<file path="src/rtl/motor_pkg.sv">
// Shared motor-control definitions: status encodings, duty levels, bridge pin patterns.
package motor_pkg;

  // Sequencer status, also shown on the 7-segment display.
  typedef enum logic [1:0] {
    ST_RUN   = 2'd0,
    ST_DEAD  = 2'd1,
    ST_FAULT = 2'd2
  } state_e;

  // Duty levels expressed on the default PWM period.
  localparam int unsigned PWM_PERIOD_DEF = 2500;
  localparam int unsigned DUTY_100       = 2500;
  localparam int unsigned DUTY_75        = 1875;
  localparam int unsigned DUTY_50        = 1250;
  localparam int unsigned DUTY_25        = 625;

  // L298 input pin patterns; motor B is wired mirrored to motor A.
  localparam logic [1:0] BRIDGE_COAST = 2'b00;
  localparam logic [1:0] BRIDGE_A_FWD = 2'b10;
  localparam logic [1:0] BRIDGE_A_REV = 2'b01;
  localparam logic [1:0] BRIDGE_B_FWD = 2'b01;
  localparam logic [1:0] BRIDGE_B_REV = 2'b10;

  // Duty for a switch level (0=100%,1=75%,2=50%,3=25%) rescaled to the given period.
  function automatic int unsigned duty_of(input int unsigned period, input logic [1:0] level);
    int unsigned base;
    case (level)
      2'd0:    base = DUTY_100;
      2'd1:    base = DUTY_75;
      2'd2:    base = DUTY_50;
      default: base = DUTY_25;
    endcase
    return (period * base) / PWM_PERIOD_DEF;
  endfunction

endpackage

</file>
<file path="src/rtl/oc_filter.sv">
// Overcurrent filter for one motor channel: sync, consecutive-high counter, trip flag.
module oc_filter #(
  parameter int unsigned OC_LIMIT = 2499
) (
  input  logic clk,
  input  logic rst_n,
  input  logic sense_i,
  output logic sense_s_o,
  output logic trip_o
);

  localparam int unsigned CNT_W = $clog2(OC_LIMIT + 1);

  logic             s1_q;
  logic             s2_q;
  logic [CNT_W-1:0] cnt_q;
  logic [CNT_W-1:0] cnt_d;
  logic             trip_q;

  // Count consecutive synced-high cycles, saturating at the limit.
  always_comb begin
    cnt_d = cnt_q;
    if (!s2_q) begin
      cnt_d = '0;
    end else if (cnt_q != CNT_W'(OC_LIMIT)) begin
      cnt_d = cnt_q + CNT_W'(1);
    end
  end

  // Synchronizer, counter and trip flag registers.
  always_ff @(posedge clk or negedge rst_n) begin
    if (!rst_n) begin
      s1_q   <= 1'b0;
      s2_q   <= 1'b0;
      cnt_q  <= '0;
      trip_q <= 1'b0;
    end else begin
      s1_q   <= sense_i;
      s2_q   <= s1_q;
      cnt_q  <= cnt_d;
      trip_q <= (cnt_d == CNT_W'(OC_LIMIT));
    end
  end

  assign sense_s_o = s2_q;
  assign trip_o    = trip_q;

endmodule

</file>
<file path="src/rtl/motor_cmd_sequencer.sv">
// Motor command sequencer: slew-limited duty, dead-time reversal, latched overcurrent fault.
module motor_cmd_sequencer
  import motor_pkg::*;
#(
  parameter int unsigned PW_W       = 12,
  parameter int unsigned PWM_PERIOD = 2500,
  parameter int unsigned RAMP_DIV   = 10000,
  parameter int unsigned RAMP_STEP  = 25,
  parameter int unsigned DEAD_CYC   = 1000000,
  parameter int unsigned OC_LIMIT   = 2499
) (
  input  logic            clk,
  input  logic            rst_n,
  input  logic [7:0]      sw,
  input  logic            fault_clr,
  input  logic            cur_sense_a,
  input  logic            cur_sense_b,
  output logic [PW_W-1:0] pulse_width,
  output logic [1:0]      bridge_a,
  output logic [1:0]      bridge_b,
  output logic            dir_fwd,
  output logic            fault,
  output logic [1:0]      state_o
);

  localparam int unsigned DIV_W  = (RAMP_DIV > 1) ? $clog2(RAMP_DIV) : 1;
  localparam int unsigned DEAD_W = (DEAD_CYC > 1) ? $clog2(DEAD_CYC) : 1;
  localparam logic [PW_W-1:0] STEP = PW_W'(RAMP_STEP);

  logic [7:0]        sw_s1_q, sw_s2_q;
  logic              clr_s1_q, clr_s2_q, clr_prev_q;
  logic [DIV_W-1:0]  div_q;
  logic [DEAD_W-1:0] dead_q;
  state_e            state_q;
  logic [PW_W-1:0]   pw_q;
  logic              dir_q;
  logic [1:0]        ba_q, bb_q;
  logic              fault_q;

  logic              sense_a_s, sense_b_s, trip_a, trip_b;
  logic              trip_c, tick_c, clr_rise_c, tgt_fwd_c;
  logic [PW_W-1:0]   tgt_c, eff_c, pw_d;

  oc_filter #(.OC_LIMIT(OC_LIMIT)) u_oc_a (
    .clk(clk), .rst_n(rst_n), .sense_i(cur_sense_a), .sense_s_o(sense_a_s), .trip_o(trip_a)
  );

  oc_filter #(.OC_LIMIT(OC_LIMIT)) u_oc_b (
    .clk(clk), .rst_n(rst_n), .sense_i(cur_sense_b), .sense_s_o(sense_b_s), .trip_o(trip_b)
  );

  assign trip_c     = trip_a | trip_b;
  assign tick_c     = (div_q == DIV_W'(RAMP_DIV - 1));
  assign clr_rise_c = clr_s2_q & ~clr_prev_q;

  // Input synchronizers, clear edge history and free-running slew divider.
  always_ff @(posedge clk or negedge rst_n) begin
    if (!rst_n) begin
      sw_s1_q    <= '0;
      sw_s2_q    <= '0;
      clr_s1_q   <= 1'b0;
      clr_s2_q   <= 1'b0;
      clr_prev_q <= 1'b0;
      div_q      <= '0;
    end else begin
      sw_s1_q    <= sw;
      sw_s2_q    <= sw_s1_q;
      clr_s1_q   <= fault_clr;
      clr_s2_q   <= clr_s1_q;
      clr_prev_q <= clr_s2_q;
      div_q      <= tick_c ? '0 : div_q + DIV_W'(1);
    end
  end

  // Target decode: highest set switch wins; no switch holds the current direction at zero.
  always_comb begin
    tgt_c     = '0;
    tgt_fwd_c = dir_q;
    for (int i = 0; i < 8; i++) begin
      if (sw_s2_q[i]) begin
        tgt_c     = PW_W'(duty_of(PWM_PERIOD, 2'(i)));
        tgt_fwd_c = (i < 4);
      end
    end
  end

  // Slew one step toward the effective target, clamping without wrap.
  always_comb begin
    eff_c = (tgt_fwd_c == dir_q) ? tgt_c : '0;
    pw_d  = pw_q;
    if (pw_q < eff_c) begin
      pw_d = ((eff_c - pw_q) > STEP) ? pw_q + STEP : eff_c;
    end else if (pw_q > eff_c) begin
      pw_d = ((pw_q - eff_c) > STEP) ? pw_q - STEP : eff_c;
    end
  end

  // Main sequencer FSM with registered outputs; overcurrent trip overrides everything.
  always_ff @(posedge clk or negedge rst_n) begin
    if (!rst_n) begin
      state_q <= ST_RUN;
      pw_q    <= '0;
      dir_q   <= 1'b1;
      ba_q    <= BRIDGE_A_FWD;
      bb_q    <= BRIDGE_B_FWD;
      fault_q <= 1'b0;
      dead_q  <= '0;
    end else if (trip_c) begin
      state_q <= ST_FAULT;
      fault_q <= 1'b1;
      pw_q    <= '0;
      ba_q    <= BRIDGE_COAST;
      bb_q    <= BRIDGE_COAST;
      dead_q  <= '0;
    end else begin
      unique case (state_q)
        ST_RUN: begin
          if (pw_q == '0 && tgt_fwd_c != dir_q) begin
            state_q <= ST_DEAD;
            ba_q    <= BRIDGE_COAST;
            bb_q    <= BRIDGE_COAST;
            dead_q  <= '0;
          end else if (tick_c) begin
            pw_q <= pw_d;
          end
        end
        ST_DEAD: begin
          if (dead_q == DEAD_W'(DEAD_CYC - 1)) begin
            state_q <= ST_RUN;
            dir_q   <= ~dir_q;
            ba_q    <= dir_q ? BRIDGE_A_REV : BRIDGE_A_FWD;
            bb_q    <= dir_q ? BRIDGE_B_REV : BRIDGE_B_FWD;
            dead_q  <= '0;
          end else begin
            dead_q <= dead_q + DEAD_W'(1);
          end
        end
        ST_FAULT: begin
          if (clr_rise_c && !sense_a_s && !sense_b_s) begin
            state_q <= ST_RUN;
            fault_q <= 1'b0;
            pw_q    <= '0;
            ba_q    <= dir_q ? BRIDGE_A_FWD : BRIDGE_A_REV;
            bb_q    <= dir_q ? BRIDGE_B_FWD : BRIDGE_B_REV;
          end
        end
        default: begin
          state_q <= ST_FAULT;
          fault_q <= 1'b1;
          pw_q    <= '0;
          ba_q    <= BRIDGE_COAST;
          bb_q    <= BRIDGE_COAST;
        end
      endcase
    end
  end

  assign pulse_width = pw_q;
  assign bridge_a    = ba_q;
  assign bridge_b    = bb_q;
  assign dir_fwd     = dir_q;
  assign fault       = fault_q;
  assign state_o     = state_q;

endmodule
</file>
<file path="config.mk">
export PLATFORM = sky130hd
export DESIGN_NAME = motor_cmd_sequencer
export DESIGN_NICKNAME = d
export VERILOG_FILES = /design/src/rtl/motor_pkg.sv /design/src/rtl/oc_filter.sv /design/src/rtl/motor_cmd_sequencer.sv
export SDC_FILE = /design/constraint.sdc
export NUM_CORES = 1
export LEC_CHECK = 0
export BUFFER_PORTS_ARGS = -buffer_cell sky130_fd_sc_hd__buf_2
export CORE_MARGIN = 5
export CORE_UTILIZATION = 30
export DETAILED_ROUTE_END_ITERATION = 16
export PLACE_DENSITY = 0.41
export SYNTH_ARGS = -nofsm -noshare
export SYNTH_HDL_FRONTEND = slang
export SYNTH_SLANG_ARGS = --single-unit
</file>
<file path="constraint.sdc">
create_clock -name clk -period 6.5 [get_ports clk]
set_input_delay 0.325 -clock clk [delete_from_list [all_inputs] [get_ports clk]]
set_output_delay 0.325 -clock clk [all_outputs]
set_load 0.05 [all_outputs]
</file>
Yosys cells after proc, flatten, opt, wreduce, memory -nomap -nowiden
Index checks and enable logic that the tools add are counted.
Word-level totals
  flip-flop bits (word level): 103
  latch bits: 0
  memory bits (writable): 0
  ROM bits: 0
  input port bits: 13
  output and inout port bits: 20
  word-level logic and storage cells: 148
  memories kept: 0
Cells by class
  add/sub/neg operators: 8
  multiply operators: 8
  div/mod/pow operators: 8
  order comparisons: 4
  eq/ne operators: 18
  shift-type cells: 0
  multiplexer cells: 62
  bitwise logic cells: 5
  reductions and logical operators: 14
Operator list (count)
  divider 32 x 12 -> 32 bit, second input constant: 8
  multiplier 10 x 32 -> 30 bit, first input constant: 8
  2-to-1 mux 32 bit: 8
  2-to-1 mux 12 bit: 21
  2-to-1 mux 20 bit: 3
  case mux 20 bit (2 select lines): 1
  case mux 12 bit (3 select lines): 1
  2-to-1 mux 2 bit: 13
  adder 12 x 1 -> 12 bit, second input constant: 2
  == test 12 bit, second input constant: 2
  > comparator 12 x 5 -> 1 bit, second input constant: 2
  inequality test 12 bit, second input constant: 2
  subtractor 12 bit: 2
  adder 20 x 1 -> 20 bit, second input constant: 1
  == test 20 bit, second input constant: 1
  case mux 2 bit (3 select lines): 3
  inequality test 3 bit, second input constant: 5
  adder 14 x 1 -> 14 bit, second input constant: 1
  == test 14 bit, second input constant: 1
  2-to-1 mux 14 bit: 1
  adder 12 x 5 -> 12 bit, second input constant: 1
  > comparator 12 bit: 1
  zero test 12 bit: 1
  < comparator 12 bit: 1
  21 further kinds: 37

Longest topological paths before layout
  depth in word-level cells: 21
  mapped depth: 18
  depth with buffers taken out: 17

Modules after synthesis
From an unflattened synthesis, not the netlist that was laid out.
Second synthesis, totals
  cell total of the unflattened synthesis: 760
  area, all modules: 6712.7 um2
Modules (own cells, without submodules)
  motor_cmd_sequencer: instances 1, cells each 582, area an instance 4919.7 um2, sequential area each 1779.2 um2
  oc_filter at u_oc_a: instances 1, cells each 93, area an instance 930.9 um2, sequential area each 375.4 um2
  oc_filter at u_oc_b: instances 1, cells each 85, area an instance 862.1 um2, sequential area each 375.4 um2

Worst setup path after synthesis
No wires, ideal clock.
  path kind: register to register
  start point: reg dir_q, in the netlist dir_fwd
  end point: reg pw_q[2], in the netlist pulse_width[2]
  setup time: 0.135 ns
  arrival time: 4.427 ns
  required time: 6.365 ns
  path slack: 1.937 ns
  cell stages (with the launch flop): 16
  path buffers: 2
  period minus slack after synthesis: 4.563 ns
  cells stage by stage: dfstp_2 -> buf_1 -> nor3_4 -> or2_4 -> nor3_1 -> ha_1 -> nor2b_1 -> o311a_1 -> or4b_1 -> a32o_1 -> nor4b_1 -> nand2_1 -> buf_2 -> a31oi_1 -> a2bb2oi_1 -> o21ai_0
On the way
  longest elaborated chain between the ends: 19
  elaborated cells on any way between the ends: 29
  those cells by class: add/sub: 2; order compare: 4; eq/ne: 4; mux: 17; reduce/logical: 2
Ends and longest elaborated chain
  start: declaration: line motor_cmd_sequencer.sv:36  | logic dir_q;
  start signal: assignment: line motor_cmd_sequencer.sv:130  | dir_q <= ~dir_q;
  2-to-1 mux 1 bit (8 in a row): line motor_cmd_sequencer.sv:80  | if (sw_s2_q[i]) begin
  == test 1 bit: line motor_cmd_sequencer.sv:89  | eff_c = (tgt_fwd_c == dir_q) ? tgt_c : '0;
  2-to-1 mux 12 bit: line motor_cmd_sequencer.sv:89
  subtractor 12 bit: line motor_cmd_sequencer.sv:94  | pw_d = ((pw_q - eff_c) > STEP) ? pw_q - STEP : eff_c;
  > comparator 12 x 5 -> 1 bit: line motor_cmd_sequencer.sv:94
  2-to-1 mux 12 bit: line motor_cmd_sequencer.sv:94
  2-to-1 mux 12 bit: line motor_cmd_sequencer.sv:93  | end else if (pw_q > eff_c) begin
  2-to-1 mux 12 bit: line motor_cmd_sequencer.sv:91  | if (pw_q < eff_c) begin
  2-to-1 mux 12 bit: line motor_cmd_sequencer.sv:123  | end else if (tick_c) begin
  2-to-1 mux 12 bit: line motor_cmd_sequencer.sv:118  | if (pw_q == '0 && tgt_fwd_c != dir_q) begin
  case mux 12 bit (3 select lines): line motor_cmd_sequencer.sv:116  | unique case (state_q)
  2-to-1 mux 12 bit: line motor_cmd_sequencer.sv:108  | end else if (trip_c) begin
  end signal: assignment: line motor_cmd_sequencer.sv:124  | pw_q <= pw_d;
  end: declaration: line motor_cmd_sequencer.sv:35  | logic [PW_W-1:0] pw_q;
Several ways; a longest one is shown, not always the timed one. The select of a mux whose other input is x is not followed.
A chain may end at the register's enable or synchronous reset.

Worst setup path after layout
  start point: reg sw_s2_q[3]
  end point: reg pw_q[1], in the netlist pulse_width[1]
On the way
  longest elaborated chain between the ends: 16
  elaborated cells on any way between the ends: 31
  those cells by class: add/sub: 2; order compare: 4; eq/ne: 4; mux: 19; reduce/logical: 2
Ends and longest elaborated chain
  start: declaration: line motor_cmd_sequencer.sv:30  | logic [7:0] sw_s1_q, sw_s2_q;
  start signal: assignment: line motor_cmd_sequencer.sv:67  | sw_s2_q <= sw_s1_q;
  2-to-1 mux 1 bit (5 in a row): line motor_cmd_sequencer.sv:80
  == test 1 bit: line motor_cmd_sequencer.sv:89
  2-to-1 mux 12 bit: line motor_cmd_sequencer.sv:89
  subtractor 12 bit: line motor_cmd_sequencer.sv:94
  > comparator 12 x 5 -> 1 bit: line motor_cmd_sequencer.sv:94
  2-to-1 mux 12 bit: line motor_cmd_sequencer.sv:94
  2-to-1 mux 12 bit: line motor_cmd_sequencer.sv:93
  2-to-1 mux 12 bit: line motor_cmd_sequencer.sv:91
  2-to-1 mux 12 bit: line motor_cmd_sequencer.sv:123
  2-to-1 mux 12 bit: line motor_cmd_sequencer.sv:118
  case mux 12 bit (3 select lines): line motor_cmd_sequencer.sv:116
  2-to-1 mux 12 bit: line motor_cmd_sequencer.sv:108
Several ways; a longest one is shown, not always the timed one. The select of a mux whose other input is x is not followed.

==> impl_metrics.toml <==
[place]
hpwl_mm = 12.8
port_buffers = 32
gp_congestion = 0.819
dpl.cell_count = 993

[power_and_ir_drop]
ir_drop_mv = 0.145
power.leakage_nw = 3.16
power_density_nw_per_um2 = 199

[die]
die_area_um2 = 24500
die_w_um = 156
io_pins = 33
core_area_um2 = 21100
die_h_um = 156
start_util_pct = 30.5
fp-row-count = 53

[sta]
hold_violations = 5
hold_ws_ns = -0.0127
rsz0062_at_grt = "false"
final-setup-viol-count = 0
fin_worst_skew_ns = 0.00679
fmax_mhz = 181
maxSlewHeadroom_pct = 36.9
final.period_utilization_pct = 85.2
period_needed_ns = 5.54
slew_viol_final = 0
worst_slew_pin_slew_ns = 0.937
tns_ns = 0

[synthesis]
async_flop_share_pct = 100
synth_seq_cells = 101
synthXorXnorAreaFrac_pct = 7.22
synthSimpleGateAreaFrac_pct = 25.1
yosysWarnings = 0
syn_area_per_cell_um2 = 9.02
synth_edf_count = 0
synth_top_family_by_area = "simple AND/OR/NAND/NOR gates"
synth_area_leaders = "dfrtp_1 39%, ha_1 4.7%, nor2_1 4.1%, xor2_1 3.8%, xnor2_1 3.4%"
synth_flop_cell = "dfrtp_1"
muxShareOfSynthArea_pct = 3.54
ys_seq_area_share_pct = 39.3
synth_nets = 751
syn_inst = 713
synth_cell_types = 79
syn_area_um2 = 6430
synth_adder_area_share_pct = 4.98
synth_top_area_cell = "dfrtp_1"
synth_compound_area_share_pct = 16.0
netlist.area_leader.share_pct = 38.5

[cts]
cts_hold_buf = 0
insertion_delay_ns = 0.34
clock-sinks = 101
cts_buffers = 9
cts_tree = "yes"
post_cts_buffers = 0
post_cts_resized = 0
clk_pin_slew_ns = 0.07
clockBufferDepth = 2
cts-htree-levels = 3
cts_root_buf = "clkbuf_16"

[layout]
synthToLayoutAreaGrowth_pct = 11.1
drive_gt1_share_pct = 10.4
final_common_cell = "dfrtp_1"
final_cells = 1008
nNetsFinal = 767
n_antenna_cell = 0
final_cell_mix = "99 x dfrtp_1, 71 x nor2_1, 56 x nand2_1, 41 x o21ai_0, 31 x buf_2"

[detailed_routing]
vias = 5437
dr.pass1.iters = 5
drc = 0
detail-route-antenna-nets = 0
drt-initial-drc-count = 282
routedWlPerCell_um = 17.1
wl_mm = 17.3
vias_per_cell = 5.39

[critical_path]
crit_required_ns = 6.75
reg2reg_depth = 14
crit_path_start_kind = "flip-flop"
cp_max_fo = 19
crit_type = "flip-flop to flip-flop"
worstPathArrival_ns = 5.79
endpoint_kind = "flip-flop"
critPathLaunch = "sw_s2_q[3]"
reg2reg_from = "sw_s2_q[3]"

[global_routing]
grt_overflow = 0
antenna_found_initial = 0
track_usage_pct = 14.3
grt_first_pass_wirelength_mm = 28.1
first_global_vias = 5192
grt_max_degree = 53

[status]
status = "finished, violations left"
violations = "hold timing"

[run]
max-cap-violations = 0

[worst_hold_path]
hold_path.class = "input pin to async pin"
[worst max-delay path, cell delays in order (launching register included)]
cell,delay (ns)
dfrtp_1,0.43
nor4_1,0.57
nor3_4,0.12
or2_4,0.30
nor3_1,0.46
ha_1,0.47
nor2b_1,0.22
o311a_1,0.34
or4b_1,0.50
a32o_1,0.23
nor4b_1,0.35
nand2_1,0.61
a211oi_1,0.51
nor4_1,0.09
a211oi_1,0.22
[sequential cells by signal (all words and copies together) (netlist names)]
signal and cells:
u_oc_a.sense_s_o 1, sw_s1_q 8, state_o 2, u_oc_b.cnt_q 12, u_oc_b.s1_q 1, u_oc_a.s1_q 1
dir_fwd 1, u_oc_a.cnt_q 12, clr_s1_q 1, u_oc_b.trip_o 1, sw_s2_q 8, fault 1
u_oc_b.sense_s_o 1, dead_q 20, clr_s2_q 1, div_q 14, u_oc_a.trip_o 1, bridge_b 1
clr_prev_q 1, bridge_a 1, pulse_width 12
[layout make-up]
class	count	area, µm²
fill	2179	13900
clock inverter	3	43.8
clock buffer	12	267
tap	275	344
inverter	29	109
sequential	101	2530
multi-input combinational	551	3660
timing repair buffer	37	200
[power breakdown]
group	internal (mW)	switching (mW)	leakage, nW
sequential	0.659	0.0301	1.32
clock	0.328	0.228	0.155
combinational	0.0633	0.117	1.69
total	1.05	0.375	3.16
[final timing paths]
kind,endpoint,slack (ns)
worst min register to register,sw_s2_q[4],0.35
worst max register to register,pulse_width[1],0.96
worst max-delay path,pulse_width[1],0.96
min in group clk,clr_s1_q,0.08
max in group asynchronous,pulse_width[4],5.38
worst min-delay path,u_oc_a.cnt_q[2],-0.01
[synth_stat cells, drive strengths merged, types with 7 or more instances]
library cell and number:
a21oi 19, a31oi 8, and2 12, and3 14, buf 11, clkbuf 21, dfrtp 99, ha 24
inv 29, mux2i 16, nand2 56, nand3 28, nand4 16, nor2 71, nor2b 15, nor3 18
nor4 20, nor4b 7, o21ai 45, or2 7, or3 13, xnor2 25, xor2 28
[cell families after synthesis]
group | after synthesis
mux | 22
compound gates | 147
flops | 101
xor+xnor | 53
simple gates | 304
buf+inv | 61
fa+ha+maj | 25
[layer usage]
metal	share of wire (%)	wire length, µm	global-route usage, %	vias to the layer above
li1	-	-	-	2627
met1	47	8180	20.3	2677
met2	47	8190	22.7	118
met3	3.9	671	1.74	15
met4	1.4	241	4.42	0
met5	0	0	0	-
[per-stage QoR]
stage | total power, mW | worst slack [ns] | hold slack [ns] | cell area [µm²] | util [%]
2_1_floorplan | 0.827 | 1.94 | 0.0294 | 6430 | -
3_3_place_gp | 0.878 | 1.14 | 0.332 | 6840 | 32.4
3_5_place_dp | 0.882 | 1.02 | 0.335 | 6840 | 32.4
4_1_cts | 1.45 | 0.995 | 0.0166 | 7150 | 33.9
5_1_grt | 1.50 | 0.475 | 0.0450 | 7150 | 33.9
6_report | 1.43 | 0.961 | -0.0127 | 7150 | 33.9
Power figures use the tool's default switching activity.
